`src/rtl/axi4_lite_read_requester_pkg.sv`:
```
// Shared types for the AXI4-Lite read requester: response codes and FSM states.
package axi4_lite_read_requester_pkg;

    localparam int unsigned RESP_W  = 2;
    localparam int unsigned STATE_W = 3;

    typedef enum logic [RESP_W-1:0] {
        OKAY   = 2'b00,
        EXOKAY = 2'b01,
        SLVERR = 2'b10,
        DECERR = 2'b11
    } resp_t;

    typedef enum logic [STATE_W-1:0] {
        ST_IDLE  = 3'd0,
        ST_ADDR  = 3'd1,
        ST_DATA  = 3'd2,
        ST_RESP  = 3'd3,
        ST_DRAIN = 3'd4
    } read_req_state_t;

endpackage

```
`src/rtl/axi4_lite_read_requester_if.sv`:
```
// Command/response port plus AR/R channels of the read requester.
interface axi4_lite_read_requester_if
    import axi4_lite_read_requester_pkg::*;
#(
    parameter int unsigned ADDRESS_SIZE = 32,
    parameter int unsigned DATA_SIZE    = 32
);
    logic [ADDRESS_SIZE-1:0] cmd_address_i;
    logic                    cmd_valid_i;
    logic                    cmd_ready_o;
    logic [DATA_SIZE-1:0]    rsp_data_o;
    logic [RESP_W-1:0]       rsp_response_o;
    logic                    rsp_timeout_o;
    logic                    rsp_valid_o;
    logic                    rsp_ready_i;
    logic [ADDRESS_SIZE-1:0] read_address_o;
    logic                    read_address_valid_o;
    logic                    read_address_ready_i;
    logic [DATA_SIZE-1:0]    read_data_i;
    logic [RESP_W-1:0]       read_data_response_i;
    logic                    read_data_valid_i;
    logic                    read_data_ready_o;

    modport master (
        input  cmd_address_i, cmd_valid_i, rsp_ready_i,
        input  read_address_ready_i, read_data_i, read_data_response_i, read_data_valid_i,
        output cmd_ready_o, rsp_data_o, rsp_response_o, rsp_timeout_o, rsp_valid_o,
        output read_address_o, read_address_valid_o, read_data_ready_o
    );

    modport slave (
        output cmd_address_i, cmd_valid_i, rsp_ready_i,
        output read_address_ready_i, read_data_i, read_data_response_i, read_data_valid_i,
        input  cmd_ready_o, rsp_data_o, rsp_response_o, rsp_timeout_o, rsp_valid_o,
        input  read_address_o, read_address_valid_o, read_data_ready_o
    );

endinterface

```
`src/rtl/axi4_lite_read_requester.sv`:
```
// Issues one AR+R transaction per local command and returns data/resp,
// with an R-phase timeout and discard of the late beat that follows it.
module axi4_lite_read_requester
    import axi4_lite_read_requester_pkg::*;
#(
    parameter int unsigned ADDRESS_SIZE   = 32,
    parameter int unsigned DATA_SIZE      = 32,
    parameter int unsigned TIMEOUT_CYCLES = 256
) (
    input  logic                        clk_i,
    input  logic                        rst_clk_ni,
    axi4_lite_read_requester_if.master  bus,
    output logic                        busy_o
);

    localparam bit          TIMEOUT_EN = (TIMEOUT_CYCLES > 0);
    localparam int unsigned CNT_W      = TIMEOUT_EN ? $clog2(TIMEOUT_CYCLES + 1) : 1;

    read_req_state_t         r_state, w_state_nxt;
    logic                    r_cmd_ready, w_cmd_ready_nxt;
    logic [ADDRESS_SIZE-1:0] r_ar_addr, w_ar_addr_nxt;
    logic                    r_ar_valid, w_ar_valid_nxt;
    logic                    r_r_ready, w_r_ready_nxt;
    logic [DATA_SIZE-1:0]    r_rsp_data, w_rsp_data_nxt;
    resp_t                   r_rsp_resp, w_rsp_resp_nxt;
    logic                    r_rsp_timeout, w_rsp_timeout_nxt;
    logic                    r_rsp_valid, w_rsp_valid_nxt;
    logic                    r_busy, w_busy_nxt;
    logic                    r_drain, w_drain_nxt;
    logic [CNT_W-1:0]        r_cnt, w_cnt_nxt;

    logic w_cmd_hs, w_ar_hs, w_r_hs, w_rsp_hs, w_expire;

    assign w_cmd_hs = bus.cmd_valid_i && r_cmd_ready;
    assign w_ar_hs  = r_ar_valid && bus.read_address_ready_i;
    assign w_r_hs   = bus.read_data_valid_i && r_r_ready;
    assign w_rsp_hs = r_rsp_valid && bus.rsp_ready_i;
    // Expiry on the last allowed DATA cycle; constant-false when the timeout is disabled.
    assign w_expire = TIMEOUT_EN && (r_cnt == CNT_W'(TIMEOUT_CYCLES - 1));

    // State and registered outputs
    always_ff @(posedge clk_i or negedge rst_clk_ni) begin
        if (!rst_clk_ni) begin
            r_state       <= ST_IDLE;
            r_cmd_ready   <= 1'b0;
            r_ar_addr     <= '0;
            r_ar_valid    <= 1'b0;
            r_r_ready     <= 1'b0;
            r_rsp_data    <= '0;
            r_rsp_resp    <= OKAY;
            r_rsp_timeout <= 1'b0;
            r_rsp_valid   <= 1'b0;
            r_busy        <= 1'b0;
            r_drain       <= 1'b0;
            r_cnt         <= '0;
        end else begin
            r_state       <= w_state_nxt;
            r_cmd_ready   <= w_cmd_ready_nxt;
            r_ar_addr     <= w_ar_addr_nxt;
            r_ar_valid    <= w_ar_valid_nxt;
            r_r_ready     <= w_r_ready_nxt;
            r_rsp_data    <= w_rsp_data_nxt;
            r_rsp_resp    <= w_rsp_resp_nxt;
            r_rsp_timeout <= w_rsp_timeout_nxt;
            r_rsp_valid   <= w_rsp_valid_nxt;
            r_busy        <= w_busy_nxt;
            r_drain       <= w_drain_nxt;
            r_cnt         <= w_cnt_nxt;
        end
    end

    // Next state
    always_comb begin
        w_state_nxt = r_state;
        case (r_state)
            ST_IDLE:  if (w_cmd_hs)             w_state_nxt = ST_ADDR;
            ST_ADDR:  if (w_ar_hs)              w_state_nxt = ST_DATA;
            ST_DATA:  if (w_r_hs || w_expire)   w_state_nxt = ST_RESP;
            ST_RESP:  if (w_rsp_hs)             w_state_nxt = r_drain ? ST_DRAIN : ST_IDLE;
            ST_DRAIN: if (w_r_hs)               w_state_nxt = ST_IDLE;
            default:                            w_state_nxt = ST_IDLE;
        endcase
    end

    // Next values of the output registers
    always_comb begin
        w_cmd_ready_nxt   = r_cmd_ready;
        w_ar_addr_nxt     = r_ar_addr;
        w_ar_valid_nxt    = r_ar_valid;
        w_r_ready_nxt     = r_r_ready;
        w_rsp_data_nxt    = r_rsp_data;
        w_rsp_resp_nxt    = r_rsp_resp;
        w_rsp_timeout_nxt = r_rsp_timeout;
        w_rsp_valid_nxt   = r_rsp_valid;
        w_drain_nxt       = r_drain;
        w_cnt_nxt         = r_cnt;
        w_busy_nxt        = (w_state_nxt != ST_IDLE);
        case (r_state)
            ST_IDLE: begin
                w_cmd_ready_nxt = !w_cmd_hs;
                if (w_cmd_hs) begin
                    w_ar_addr_nxt  = bus.cmd_address_i;
                    w_ar_valid_nxt = 1'b1;
                end
            end
            ST_ADDR: begin
                if (w_ar_hs) begin
                    w_ar_valid_nxt = 1'b0;
                    w_r_ready_nxt  = 1'b1;
                    w_cnt_nxt      = '0;
                end
            end
            ST_DATA: begin
                // A beat in the expiry cycle takes priority over the timeout.
                if (w_r_hs) begin
                    w_rsp_data_nxt    = bus.read_data_i;
                    w_rsp_resp_nxt    = resp_t'(bus.read_data_response_i);
                    w_rsp_timeout_nxt = 1'b0;
                    w_rsp_valid_nxt   = 1'b1;
                    w_r_ready_nxt     = 1'b0;
                end else if (w_expire) begin
                    w_rsp_data_nxt    = '0;
                    w_rsp_resp_nxt    = SLVERR;
                    w_rsp_timeout_nxt = 1'b1;
                    w_rsp_valid_nxt   = 1'b1;
                    w_r_ready_nxt     = 1'b0;
                    w_drain_nxt       = 1'b1;
                end else if (TIMEOUT_EN) begin
                    w_cnt_nxt = r_cnt + CNT_W'(1);
                end
            end
            ST_RESP: begin
                if (w_rsp_hs) begin
                    w_rsp_valid_nxt = 1'b0;
                    if (r_drain) w_r_ready_nxt   = 1'b1;
                    else         w_cmd_ready_nxt = 1'b1;
                end
            end
            ST_DRAIN: begin
                if (w_r_hs) begin
                    w_r_ready_nxt   = 1'b0;
                    w_drain_nxt     = 1'b0;
                    w_cmd_ready_nxt = 1'b1;
                end
            end
            default: ;
        endcase
    end

    assign bus.cmd_ready_o          = r_cmd_ready;
    assign bus.read_address_o       = r_ar_addr;
    assign bus.read_address_valid_o = r_ar_valid;
    assign bus.read_data_ready_o    = r_r_ready;
    assign bus.rsp_data_o           = r_rsp_data;
    assign bus.rsp_response_o       = r_rsp_resp;
    assign bus.rsp_timeout_o        = r_rsp_timeout;
    assign bus.rsp_valid_o          = r_rsp_valid;
    assign busy_o                   = r_busy;

endmodule

```
`src/flat_wrapper.sv`:
```
// flat-port wrapper written by rule: the top's interface ports become plain ports
module axi4_lite_read_requester_flat import axi4_lite_read_requester_pkg::*;
#(
    parameter int unsigned ADDRESS_SIZE   = 32,
    parameter int unsigned DATA_SIZE      = 32,
    parameter int unsigned TIMEOUT_CYCLES = 256
)
  (clk_i, rst_clk_ni, busy_o, bus_cmd_address_i, bus_cmd_valid_i, bus_rsp_ready_i, bus_read_address_ready_i, bus_read_data_i, bus_read_data_response_i, bus_read_data_valid_i, bus_cmd_ready_o, bus_rsp_data_o, bus_rsp_response_o, bus_rsp_timeout_o, bus_rsp_valid_o, bus_read_address_o, bus_read_address_valid_o, bus_read_data_ready_o);
  axi4_lite_read_requester_if #(.ADDRESS_SIZE(ADDRESS_SIZE), .DATA_SIZE(DATA_SIZE)) bus_i ();
  input  logic clk_i;
  input  logic rst_clk_ni;
  output logic busy_o;
  input wire logic [$bits(bus_i.cmd_address_i)-1:0] bus_cmd_address_i;
  input wire logic [$bits(bus_i.cmd_valid_i)-1:0] bus_cmd_valid_i;
  input wire logic [$bits(bus_i.rsp_ready_i)-1:0] bus_rsp_ready_i;
  input wire logic [$bits(bus_i.read_address_ready_i)-1:0] bus_read_address_ready_i;
  input wire logic [$bits(bus_i.read_data_i)-1:0] bus_read_data_i;
  input wire logic [$bits(bus_i.read_data_response_i)-1:0] bus_read_data_response_i;
  input wire logic [$bits(bus_i.read_data_valid_i)-1:0] bus_read_data_valid_i;
  output wire logic [$bits(bus_i.cmd_ready_o)-1:0] bus_cmd_ready_o;
  output wire logic [$bits(bus_i.rsp_data_o)-1:0] bus_rsp_data_o;
  output wire logic [$bits(bus_i.rsp_response_o)-1:0] bus_rsp_response_o;
  output wire logic [$bits(bus_i.rsp_timeout_o)-1:0] bus_rsp_timeout_o;
  output wire logic [$bits(bus_i.rsp_valid_o)-1:0] bus_rsp_valid_o;
  output wire logic [$bits(bus_i.read_address_o)-1:0] bus_read_address_o;
  output wire logic [$bits(bus_i.read_address_valid_o)-1:0] bus_read_address_valid_o;
  output wire logic [$bits(bus_i.read_data_ready_o)-1:0] bus_read_data_ready_o;
  assign bus_i.cmd_address_i = bus_cmd_address_i;
  assign bus_i.cmd_valid_i = bus_cmd_valid_i;
  assign bus_i.rsp_ready_i = bus_rsp_ready_i;
  assign bus_i.read_address_ready_i = bus_read_address_ready_i;
  assign bus_i.read_data_i = bus_read_data_i;
  assign bus_i.read_data_response_i = bus_read_data_response_i;
  assign bus_i.read_data_valid_i = bus_read_data_valid_i;
  assign bus_cmd_ready_o = bus_i.cmd_ready_o;
  assign bus_rsp_data_o = bus_i.rsp_data_o;
  assign bus_rsp_response_o = bus_i.rsp_response_o;
  assign bus_rsp_timeout_o = bus_i.rsp_timeout_o;
  assign bus_rsp_valid_o = bus_i.rsp_valid_o;
  assign bus_read_address_o = bus_i.read_address_o;
  assign bus_read_address_valid_o = bus_i.read_address_valid_o;
  assign bus_read_data_ready_o = bus_i.read_data_ready_o;
  axi4_lite_read_requester #(.ADDRESS_SIZE(ADDRESS_SIZE), .DATA_SIZE(DATA_SIZE), .TIMEOUT_CYCLES(TIMEOUT_CYCLES)) u_core (.clk_i(clk_i), .rst_clk_ni(rst_clk_ni), .bus(bus_i), .busy_o(busy_o));
endmodule
```
`config.mk`:
```
export PLATFORM = sky130hd
export DESIGN_NAME = axi4_lite_read_requester_flat
export DESIGN_NICKNAME = d
export VERILOG_FILES = /design/src/rtl/axi4_lite_read_requester_pkg.sv /design/src/rtl/axi4_lite_read_requester_if.sv /design/src/rtl/axi4_lite_read_requester.sv /design/src/flat_wrapper.sv
export SDC_FILE = /design/constraint.sdc
export NUM_CORES = 1
export LEC_CHECK = 0
export ABC_CLOCK_PERIOD_IN_PS = 2600
export CAP_MARGIN = 20
export CORE_MARGIN = 1
export CORE_UTILIZATION = 45
export CTS_CLUSTER_DIAMETER = 40
export DETAILED_ROUTE_END_ITERATION = 12
export DONT_BUFFER_PORTS = 1
export GPL_TIMING_DRIVEN = 1
export HOLD_SLACK_MARGIN = 0.02
export PLACE_DENSITY = 0.57
export SYNTH_ARGS = -nofsm -noshare
export SYNTH_HDL_FRONTEND = slang
export SYNTH_SLANG_ARGS = --single-unit
```
`constraint.sdc`:
```
create_clock -name clk_i -period 2.6 [get_ports clk_i]
set_input_delay 0.52 -clock clk_i [delete_from_list [all_inputs] [get_ports clk_i]]
set_output_delay 0.52 -clock clk_i [all_outputs]
set_load 0.01 [all_outputs]
```
==> results of run 1 <==
[placed cells by master, fill, tap and decap left out, types with 2 or more instances in the layout]
cell type / Yosys / routed
nand3_1: 10 / 10
mux2_2: 32 / 32
dfrtp_1: 85 / 85
nor2_1: 7 / 7
bufinv_16: 0 / 2
a21oi_1: 8 / 8
inv_1: 6 / 6
or3_1: 6 / 6
o21ai_0: 7 / 7
nand4_1: 4 / 4
o31ai_1: 3 / 3
nand2_1: 19 / 19
or4_1: 2 / 2
a22o_1: 35 / 35
buf_4: 1 / 5
ha_1: 2 / 2
clkbuf_8: 0 / 9
[worst max-delay path: stages, from the launching register on]
cell	delay, ns
dfrtp_1	0.42
ha_1	0.26
nand2_1	0.07
nor2_1	0.04
ha_1	0.23
a21oi_2	0.21
o221ai_4	0.22
or4_1	0.51
a21oi_1	0.15
[worst paths after layout]
kind | to | startpoint | cells after the start
setup / recovery | u_core.r_cnt[7] | u_core.r_cnt[0] | 8
hold / removal | u_core.r_cnt[5] | rst_clk_ni | 1
setup reg to reg | u_core.r_cnt[7] | u_core.r_cnt[0] | 8
hold reg to reg | u_core.r_cnt[8] | u_core.r_cnt[8] | 2
max in group asynchronous | u_core.bus.read_address_o[26] | rst_clk_ni | 1
min in group clk_i | u_core.bus.rsp_data_o[0] | bus_read_data_i[0] | 1
[layer usage]
layer / GRT usage [%] / vias to the layer above
met1: 22.12 / 993
met5: 0 / -
met3: 6.002 / 14
met4: 9.235 / 0
li1: - / 955
met2: 24.84 / 117
[per-stage QoR]
step | hold slack, ns | setup WS (ns) | power [W] | utilization, % | area, um2
detailed placement | 0.2276 | 0.4227 | 0.001348 | 47.98 | 3498
global placement | 0.2276 | 0.4614 | 0.001348 | 47.98 | 3498
global route | 0.08125 | 0.2162 | 0.002465 | 51.37 | 3746
CTS | 0.07671 | 0.4098 | 0.002410 | 51.37 | 3746
floorplan | 0.2244 | 0.5925 | 0.001348 | - | 3418
finish | 0.07439 | 0.4188 | 0.002365 | 51.37 | 3746
[synthesized netlist by cell type]
master    count  area (um2)
buf_4         1       7.510
o21ai_0       7       35.03
nor3b_2       1       12.51
o31ai_1       3       22.52
ha_1          2       25.02
a22o_1       35       306.5
xor2_1        1       8.760
buf_6         2       22.52
a31o_2        1       8.760
nand3_1      10       50.05
a21oi_2       1       8.760
and4b_1       1       10.01
a22oi_1       1       7.510
a21oi_1       8       40.04
buf_2         8       40.04
and4_1        1       8.760
and2b_1       1       7.510
nor2_1        7       26.28
or4_1         2       15.01
dfrtp_1      85        2127
or3_1         6       37.54
nor3b_1       1       7.510
nand2b_1      1       6.260
or3b_4        1       11.26
nand4_1       4       25.02
a32o_1        1       10.01
mux2_2       32       360.4
nand3b_1      1       7.510
a21bo_2       1       10.01
o221ai_4      1       26.28
nand2_1      19       71.32
nor2_2        1       6.260
inv_1         6       22.52
clkbuf_1      3       11.26
a32oi_1       1       8.760
nor2b_1       1       6.260
[logic make-up after synthesis]
family / Yosys count
DFF: 85
AOI/OAI and AO/OA: 60
and+or+nand+nor: 58
muxes: 32
buffers and inverters: 20
adders and majority gates: 2
xor gates and xnor gates: 1
[report_power, final]
group	internal [W]	switching, W	leakage [nW]
clock	0.000547	0.000468	0.108
combinational	0.00000514	0.0000240	0.537
sequential	0.00132	0	1.15
total	0.00187	0.000492	1.80
[state kept, by name, summed over array words and instances (netlist names)]
signal and cells:
u_core.bus.read_address_o 32, u_core.bus.rsp_data_o 32, u_core.r_cnt 9, u_core.r_state 3
u_core.bus.rsp_response_o 2, u_core.bus.cmd_ready_o 1, u_core.bus.read_address_valid_o 1, u_core.bus.read_data_ready_o 1
u_core.bus.rsp_timeout_o 1, u_core.bus.rsp_valid_o 1, u_core.busy_o 1, u_core.r_drain 1
[final cells by class]
| cell class | instances | area (um2) | area share, % |
|---|---|---|---|
| tap | 99 | 123.9 | 3.307 |
| multi-input combinational | 153 | 1187 | 31.70 |
| timing repair buffer | 6 | 65.06 | 1.737 |
| clock inverter | 6 | 96.34 | 2.572 |
| inverter | 6 | 22.52 | 0.6012 |
| clock buffer | 9 | 123.9 | 3.307 |
| sequential | 85 | 2127 | 56.78 |
[what timing repair did]
| action | in CTS | in global routing |
|---|---|---|
| hold buffers | 1 | 0 |
| hold endpoints to repair | 85 | 0 |
| gates resized for setup | 0 | 0 |
==> flow_summary.ini, run 1 <==
[clocking]
cts_sinks = 85
cts_tree = built
cts_inserted_buffers = 9
cts_buffer_depth = 2
worstSkewPairLatency_ns = 0.34
path_clk_slew_ns = 0.08
post-cts-setup-buffers = 0
cts-root-buf = clkbuf_8
htreeDepth = 3

[final_layout]
antenna_cells = 0
fin_nets = 335
nFillCells = 676
drive_above_1_share_pct = 22.64
area_delta_synth_final_pct = 9.590
fin_cells = 364

[drt]
dr_wl_met3_um = 677
vias = 2079
drc = 0
wl_met2_um = 3075
top_layer = met4
dr.first_iter.drc_count = 147
finalWirelength_um = 6600
vias_per_cell = 5.712
ant_nets = 0
wl_per_cell_um = 18.13
dr.pass1.iters = 4
wl_met1_um = 2689

[global_route]
grt_first_pass_wirelength_um = 10050
grt_use_total_pct = 16.98
grt_remaining_overflow = 0
grt_max_degree = 86
antenna_found_initial = 0
grt_pass1_vias = 2081

[timing]
slew_viol_final = 0
rsz0062_at_grt = false
max_slew_margin_pct = 44.75
hold_violations = 0
fin_crit_sh_pct = 83.89
fin_crit_ns = 2.181
worstMarginPinSlew_ns = 0.8270
setup_tns_ns = 0
finalClockSkew_ns = 0.01215
max_freq_mhz = 458.5
setup_viol = 0

[floorplan]
num_rows = 31
die_h_um = 89.16
die_area_mm2 = 0.007949
io_pins = 144
coreArea_mm2 = 0.007292
dieWidth_um = 89.16
initial_core_util_pct = 46.88

[min_path]
hold_path.class = input port to async pin

[setup_path]
critPathLaunchType = register
required_ns = 2.86
cp_data_arrival_time_ns = 2.44
path_max_fanout = 17
r2r_slack_ns = 0.42
crit_type = register to register
crit_path_end_kind = register

[placement]
dp_hpwl_um = 4484
io_buffers = 0
gp_congestion = 0.8749
numPlacedInstances = 348

[logic_synthesis]
seq_area_frac_synth_pct = 62.23
synth-seq-cells = 85
yosysWarnings = 0
syn_inst = 258
synthSimpleGateAreaFrac_pct = 9.041
ys_types = 36
synth_adder_area_share_pct = 0.7321
muxShareOfSynthArea_pct = 10.54
synth_compound_area_share_pct = 14.17
synth_top_family_by_area = compound AO/OA/AOI/OAI gates
synth_nets = 332
syn_area_mm2 = 0.003418
synth-xor-area-share_pct = 0.2562
synth_area_per_cell_um2 = 13.25

[job]
drv_cap = 0

[power_and_ir_drop]
vdd_drop_max_mv = 0.3283
p_per_area_mw_per_mm2 = 631.3
p_leak_nw = 1.797

[run_status]
outcome = complete, no violations
No activity file was read; power rests on OpenSTA's default activity.
==> run 2, diff against run 1 <==
Settings changed: ABC_CLOCK_PERIOD_IN_PS 2600 to 2000, PLACE_DENSITY 0.57 to 0.59.
Clock period 2.6 ns to 2 ns, I/O delays scaled along.
==> run 2 against run 1 <==
  * The flow now finishes with violations (negative hold slack)
  * Non-clock buffer count grew 20
  * Total power is 18% higher
  * Design area grew 4.4%
  * Setup slack worse by 0.42 ns
  * Via count rose by 7.4%
  * Flip-flop and latch count unchanged
  * Global-route usage rose by 0.19 points
  * Critical endpoint is now u_core.r_cnt[4]
  * Maximum frequency increased by 9.1%
  * Die area stayed put
  * Routed wire length grew 5.6%
  * Largest cell class unchanged
  * Sequential share of layout area decreased by 2.4 points
  * Register-to-register slack lost 0.42 ns
==> flow_summary.ini, run 2 (same netlist as run 1, synthesis figures left out) <==
[setup_path]
crit_buf_inv = 1
crit_type = register to register
r2r_slack_ns = 0.001
required_ns = 2.26
crit_path_end_kind = register
path_max_fanout = 6
rr_startpoint = u_core.r_cnt[5]
slowest_stage = dfrtp_1
critical_path.top_delay_family = simple AND/OR/NAND/NOR gates
critPathLaunchType = register
cp_cell_sequence = and4_1, nand2_1, nor2_1, ha_2, a21oi_4, o221ai_4, buf_6, or3_1, a21oi_1
cp_data_arrival_time_ns = 2.25
r2r_cells = 9
slowest_delay_ns = 0.38
worstReg2RegEnd = u_core.r_cnt[4]

[clocking]
cts_inserted_buffers = 9
worstSkewPairLatency_ns = 0.34
cts_tree = built
cts-root-buf = clkbuf_8
cts_sinks = 85
path_clk_slew_ns = 0.09
cts_buffer_depth = 2
htreeDepth = 3

[timing]
max_slew_margin_pct = 77.32
setup_viol = 0
worstMarginPinSlew_ns = 0.3392
rsz0062_at_grt = true
slew_viol_final = 0
fin_crit_ns = 1.999
setup_tns_ns = 0
max_freq_mhz = 500.3
fin_crit_sh_pct = 99.93
holdWs_ns = -0.2507
hold_violations = 85
finalClockSkew_ns = 0.01333

[global_route]
grt_max_degree = 86
grt_first_pass_wirelength_um = 10130
grt_use_total_pct = 17.17
grt_remaining_overflow = 0
grt_pass1_vias = 2139
antenna_found_initial = 0

[final_layout]
fin_cells = 385
area_delta_synth_final_pct = 14.39
layout_common_cells = dfrtp_1 (85), a22o_1 (35), mux2_2 (32), buf_4 (22), nand2_1 (19)
nFillCells = 659
drive_above_1_share_pct = 31.47
layout_commonest_cell = dfrtp_1
final_area_mm2 = 0.003910
fin_nets = 355
antenna_cells = 0
fin_util_pct = 53.62

[floorplan]
initial_core_util_pct = 46.88
die_area_mm2 = 0.007949
io_pins = 144
num_rows = 31
die_h_um = 89.16
coreArea_mm2 = 0.007292
dieWidth_um = 89.16

[placement]
io_buffers = 0
gp_congestion = 0.8699
placedInstanceArea_mm2 = 0.003666
dp_hpwl_um = 4903
numPlacedInstances = 367

[drt]
ant_nets = 0
dr.first_iter.drc_count = 70
vias = 2233
wl_per_cell_um = 18.10
vias_per_cell = 5.800
drc = 0
finalWirelength_um = 6969
dr.pass1.iters = 4

[job]
drv_cap = 0

[run_status]
violations = negative hold slack
outcome = complete, but fails checks

[min_path]
hold_path.class = input port to async pin

[power_and_ir_drop]
p_per_area_mw_per_mm2 = 711.1
p_leak_nw = 1.893
vdd_drop_max_mv = 0.3280
power.total_w = 0.002781
## run 2: cell types whose count changed in the layout (fill, tap and decap cells not counted), moves of 2 or more
cell       before  now
a21oi_1         8    3
a21oi_2         1    5
buf_12          0    2
buf_4           5   22
buf_6           0    2
bufinv_16       2    0
ha_1            2    0
ha_2            0    2
## run 2: worst max-delay path by stage
| stage | startpoint | endpoint | cells past startpoint |
|---|---|---|---|
| after global placement | u_core.r_cnt[5] | u_core.r_cnt[4] | 9 |
| after global routing | u_core.r_cnt[5] | u_core.r_cnt[4] | 9 |
| after floorplan | u_core.r_cnt[0] | u_core.busy_o | 9 |
| after CTS | u_core.r_cnt[2] | u_core.r_cnt[5] | 8 |
| after detailed placement | u_core.r_cnt[5] | u_core.r_cnt[5] | 8 |
| final | u_core.r_cnt[5] | u_core.r_cnt[4] | 9 |
## run 2: timing repair
| action | 4_1_cts | 5_1_grt |
|---|---|---|
| setup endpoints to repair | 6 | 32 |
| pin swaps | 7 | 8 |
| endpoints found under the hold margin | 85 | 85 |
| buffers inserted | 2 | 0 |
| gates resized for setup | 5 | 8 |
## run 2: cell type report
cell class | count | area [um2] | share of cell area (%)
clock inverters | 6 | 46.29 | 1.184
flip-flops and latches | 85 | 2127 | 54.40
repair buffers | 26 | 227.7 | 5.824
well taps | 99 | 123.9 | 3.168
multi-input cells | 153 | 1235 | 31.58
inverters | 6 | 22.52 | 0.5760
clock buffers | 10 | 127.6 | 3.264
## run 2: stage by stage
step | setup slack [ns] | hold WS, ns
after floorplan | 0.02179 | 0.1044
after global placement | -0.02849 | 0.1068
after detailed placement | -0.06627 | 0.1070
after CTS | -0.02363 | -0.2743
after global routing | -0.1324 | -0.2808
final | 0.001339 | -0.2507
## run 2: report_power, final
group | switching, W | internal, W | leakage, nW
sequential | 0 | 0.00172 | 1.15
clock | 0.000603 | 0.000460 | 0.0833
combinational | 0.000000263 | 0.000000954 | 0.656
total | 0.000603 | 0.00218 | 1.89
## run 2: worst reg2reg max path: stages (launching register included)
cell	delay [ns]
dfrtp_1	0.38
and4_1	0.22
nand2_1	0.08
nor2_1	0.05
ha_2	0.18
a21oi_4	0.16
o221ai_4	0.16
buf_6	0.17
or3_1	0.35
a21oi_1	0.17
## run 2: routing by layer
layer	vias to the layer above	global-route usage (%)	part of all wire [%]
met5	-	0	0
met4	0	7.504	0.85
met3	7	5.355	8.9
met2	118	25.75	48
met1	1110	23.04	42
li1	998	-	-
==> run 3, diff against run 2 <==
Settings changed: ABC_AREA set to 1, SETUP_SLACK_MARGIN set to 0.2.
==> run 3 against run 2 <==
  * The flow still finishes with violations (negative hold slack)
  * Setup slack better by 0.0051 ns
  * Core utilization hardly changed
  * Clock skew hardly changed
  * Flip-flop and latch count stayed put
  * Register-to-register slack hardly changed
  * Clock power is 14% higher
  * Cell count is 21% higher
  * First-iteration DRC count is 51% lower
  * Via count is 10% higher
  * Synthesized area is 0.22% higher
  * Die area is 0.21% higher
  * Design area hardly changed
  * Largest cell class unchanged
==> flow_summary.ini, run 3 <==
[run_status]
outcome = complete, but fails checks
violations = negative hold slack

[clocking]
cts_buffer_depth = 2
htreeDepth = 3
worstSkewPairLatency_ns = 0.35
path_clk_slew_ns = 0.09
cts_inserted_buffers = 9
cts-root-buf = clkbuf_8
cts_sinks = 85
cts_tree = built

[timing]
max_slew_margin_pct = 64.98
fin_crit_sh_pct = 99.68
worst_slack_ns = 0.006439
worstMarginPinSlew_ns = 0.5246
slew_viol_final = 0
finalClockSkew_ns = 0.01312
hold_violations = 85
setup_viol = 0
fin_crit_ns = 1.994
holdWs_ns = -0.2581
setup_tns_ns = 0
rsz0062_at_grt = true
max_freq_mhz = 501.6

[global_route]
grt_remaining_overflow = 0
antenna_found_initial = 0
grt_max_degree = 86
grt_pass1_vias = 2363
grt_first_pass_wirelength_um = 10850
grt_use_total_pct = 18.15

[setup_path]
path_depth = 14
critPathLaunchType = register
critical_path.top_delay_family = simple AND/OR/NAND/NOR gates
crit_buf_inv = 3
endpoint = u_core.r_cnt[2]
slowest_stage = dfrtp_1
crit_path_end_kind = register
slowest_delay_ns = 0.38
crit_type = register to register
worstReg2RegEnd = u_core.r_cnt[2]
rr_startpoint = u_core.r_cnt[1]
startpoint = u_core.r_cnt[1]
cp_cell_sequence = ha_2, nand2_2, nor3_2, nand2_1, nor2_1, ha_2, inv_2, nand2_4, inv_4, buf_4, nand2_8, nand2_8, a21oi_2, nor2_1
required_ns = 2.23
cp_data_arrival_time_ns = 2.22
path_max_fanout = 5
r2r_slack_ns = 0.006
r2r_cells = 14

[final_layout]
layout_commonest_cell = nand2_1
fin_cells = 467
fin_nets = 437
drive_above_1_share_pct = 15.49
fin_util_pct = 53.59
layout_common_cells = nand2_1 (135), dfrtp_1 (85), a22o_1 (33), inv_1 (15), nor2_1 (13)
area_delta_synth_final_pct = 14.06
antenna_cells = 0

[logic_synthesis]
synth-seq-cells = 85
ys_types = 23
yosysWarnings = 0
synth_top_area_share_pct = 62.09
syn_area_mm2 = 0.003426
yosys-top-cells-count = nand2_1 (140), dfrtp_1 (85), a22o_1 (33), inv_1 (16), nor2_1 (16)
synth_top_area_cell = dfrtp_1
synth_nets = 425
synth_area_leaders = dfrtp_1 (62%), nand2_1 (15%), a22o_1 (8.4%)
synth_edf_count = 0
async_flop_share_pct = 100.0
synth_area_per_cell_um2 = 9.760
seq_area_frac_synth_pct = 62.09
synth_flop_cell = dfrtp_1
syn_inst = 351
yosysMostFrequentCell = nand2_1

[job]
drv_cap = 0

[floorplan]
io_pins = 144
coreArea_mm2 = 0.007292
die_h_um = 89.25
die_area_mm2 = 0.007966
num_rows = 31
initial_core_util_pct = 46.98
dieWidth_um = 89.25

[min_path]
hold_path.class = input port to async pin

[power_and_ir_drop]
clockPowerShare_pct = 19.0
combPwrFrac_pct = 28.3
p_leak_nw = 2.024
p_switching_w = 0.002558
seqPwrFrac_pct = 52.7
vdd_drop_max_mv = 0.7176
p_per_area_mw_per_mm2 = 1631
internal-power_w = 0.003817
switching_share_pct = 40.13

[placement]
gp_congestion = 0.7789
pre_cts_slack_ns = -0.1412
numPlacedInstances = 441
io_buffers = 0
dp_hpwl_um = 4822

[drt]
finalWirelength_um = 7514
ant_nets = 0
vias_per_cell = 5.274
dr.pass1.iters = 4
vias = 2463
drc = 0
wl_per_cell_um = 16.09
dr.first_iter.drc_count = 34
## run 3: repair_timing
item                                   4_1_cts  5_1_grt
pin swaps                                    2        3
endpoints found under the hold margin       85       85
setup endpoints to repair                   47       48
setup buffers                                4        5
gates cloned                                 1        0
resized for setup                           13       18
## run 3: how the worst min path moves through the flow
stage / startpoint / end / slack, ns / depth (start not counted)
after floorplan: rst_clk_ni / u_core.bus.cmd_ready_o / 0.10 / 0
after global placement: rst_clk_ni / u_core.r_cnt[7] / 0.11 / 0
after detailed placement: rst_clk_ni / u_core.bus.rsp_data_o[23] / 0.11 / 0
after CTS: rst_clk_ni / u_core.bus.rsp_data_o[15] / -0.28 / 0
after global routing: rst_clk_ni / u_core.bus.rsp_data_o[25] / -0.28 / 0
final: rst_clk_ni / u_core.bus.rsp_data_o[23] / -0.26 / 0
## run 3: metal layers
layer	wire [um]	vias up	track usage (%)
met1	3162	1178	22.32
met3	695	11	6.371
met4	85	0	7.359
met2	3571	108	29.35
met5	0	-	0
li1	-	1166	-
## run 3: logic make-up after synthesis
logic type	share of synthesized area (%)
flops	62.09
buf+inv	4.164
fa+ha+maj	0.7303
compound gates	10.85
xor+xnor	0.2557
simple gates	21.91
## run 3: area by class of cell
cell class | count | area (um2)
clock inverter | 6 | 70.07
sequential | 85 | 2127
tap | 99 | 123.9
timing repair buffer | 12 | 101.3
fill | 694 | 3385
multi-input combinational | 232 | 1256
clock buffer | 10 | 127.6
inverter | 23 | 101.3
## run 3: power groups by stage
stage          registers [W]  clock network (W)  logic, W
5_1_grt              0.00348            0.00132   0.00205
3_3_place_gp         0.00339                  0   0.00148
2_1_floorplan        0.00321                  0   0.00129
3_5_place_dp         0.00338                  0   0.00156
4_1_cts              0.00337            0.00126   0.00165
6_report             0.00336            0.00121   0.00180
## run 3: stage by stage
stage / area [um2] / total power (W)
2_1_floorplan: 3441 / 0.004506
5_1_grt: 3908 / 0.006847
3_3_place_gp: 3523 / 0.004867
6_report: 3908 / 0.006375
3_5_place_dp: 3523 / 0.004934
4_1_cts: 3795 / 0.006270
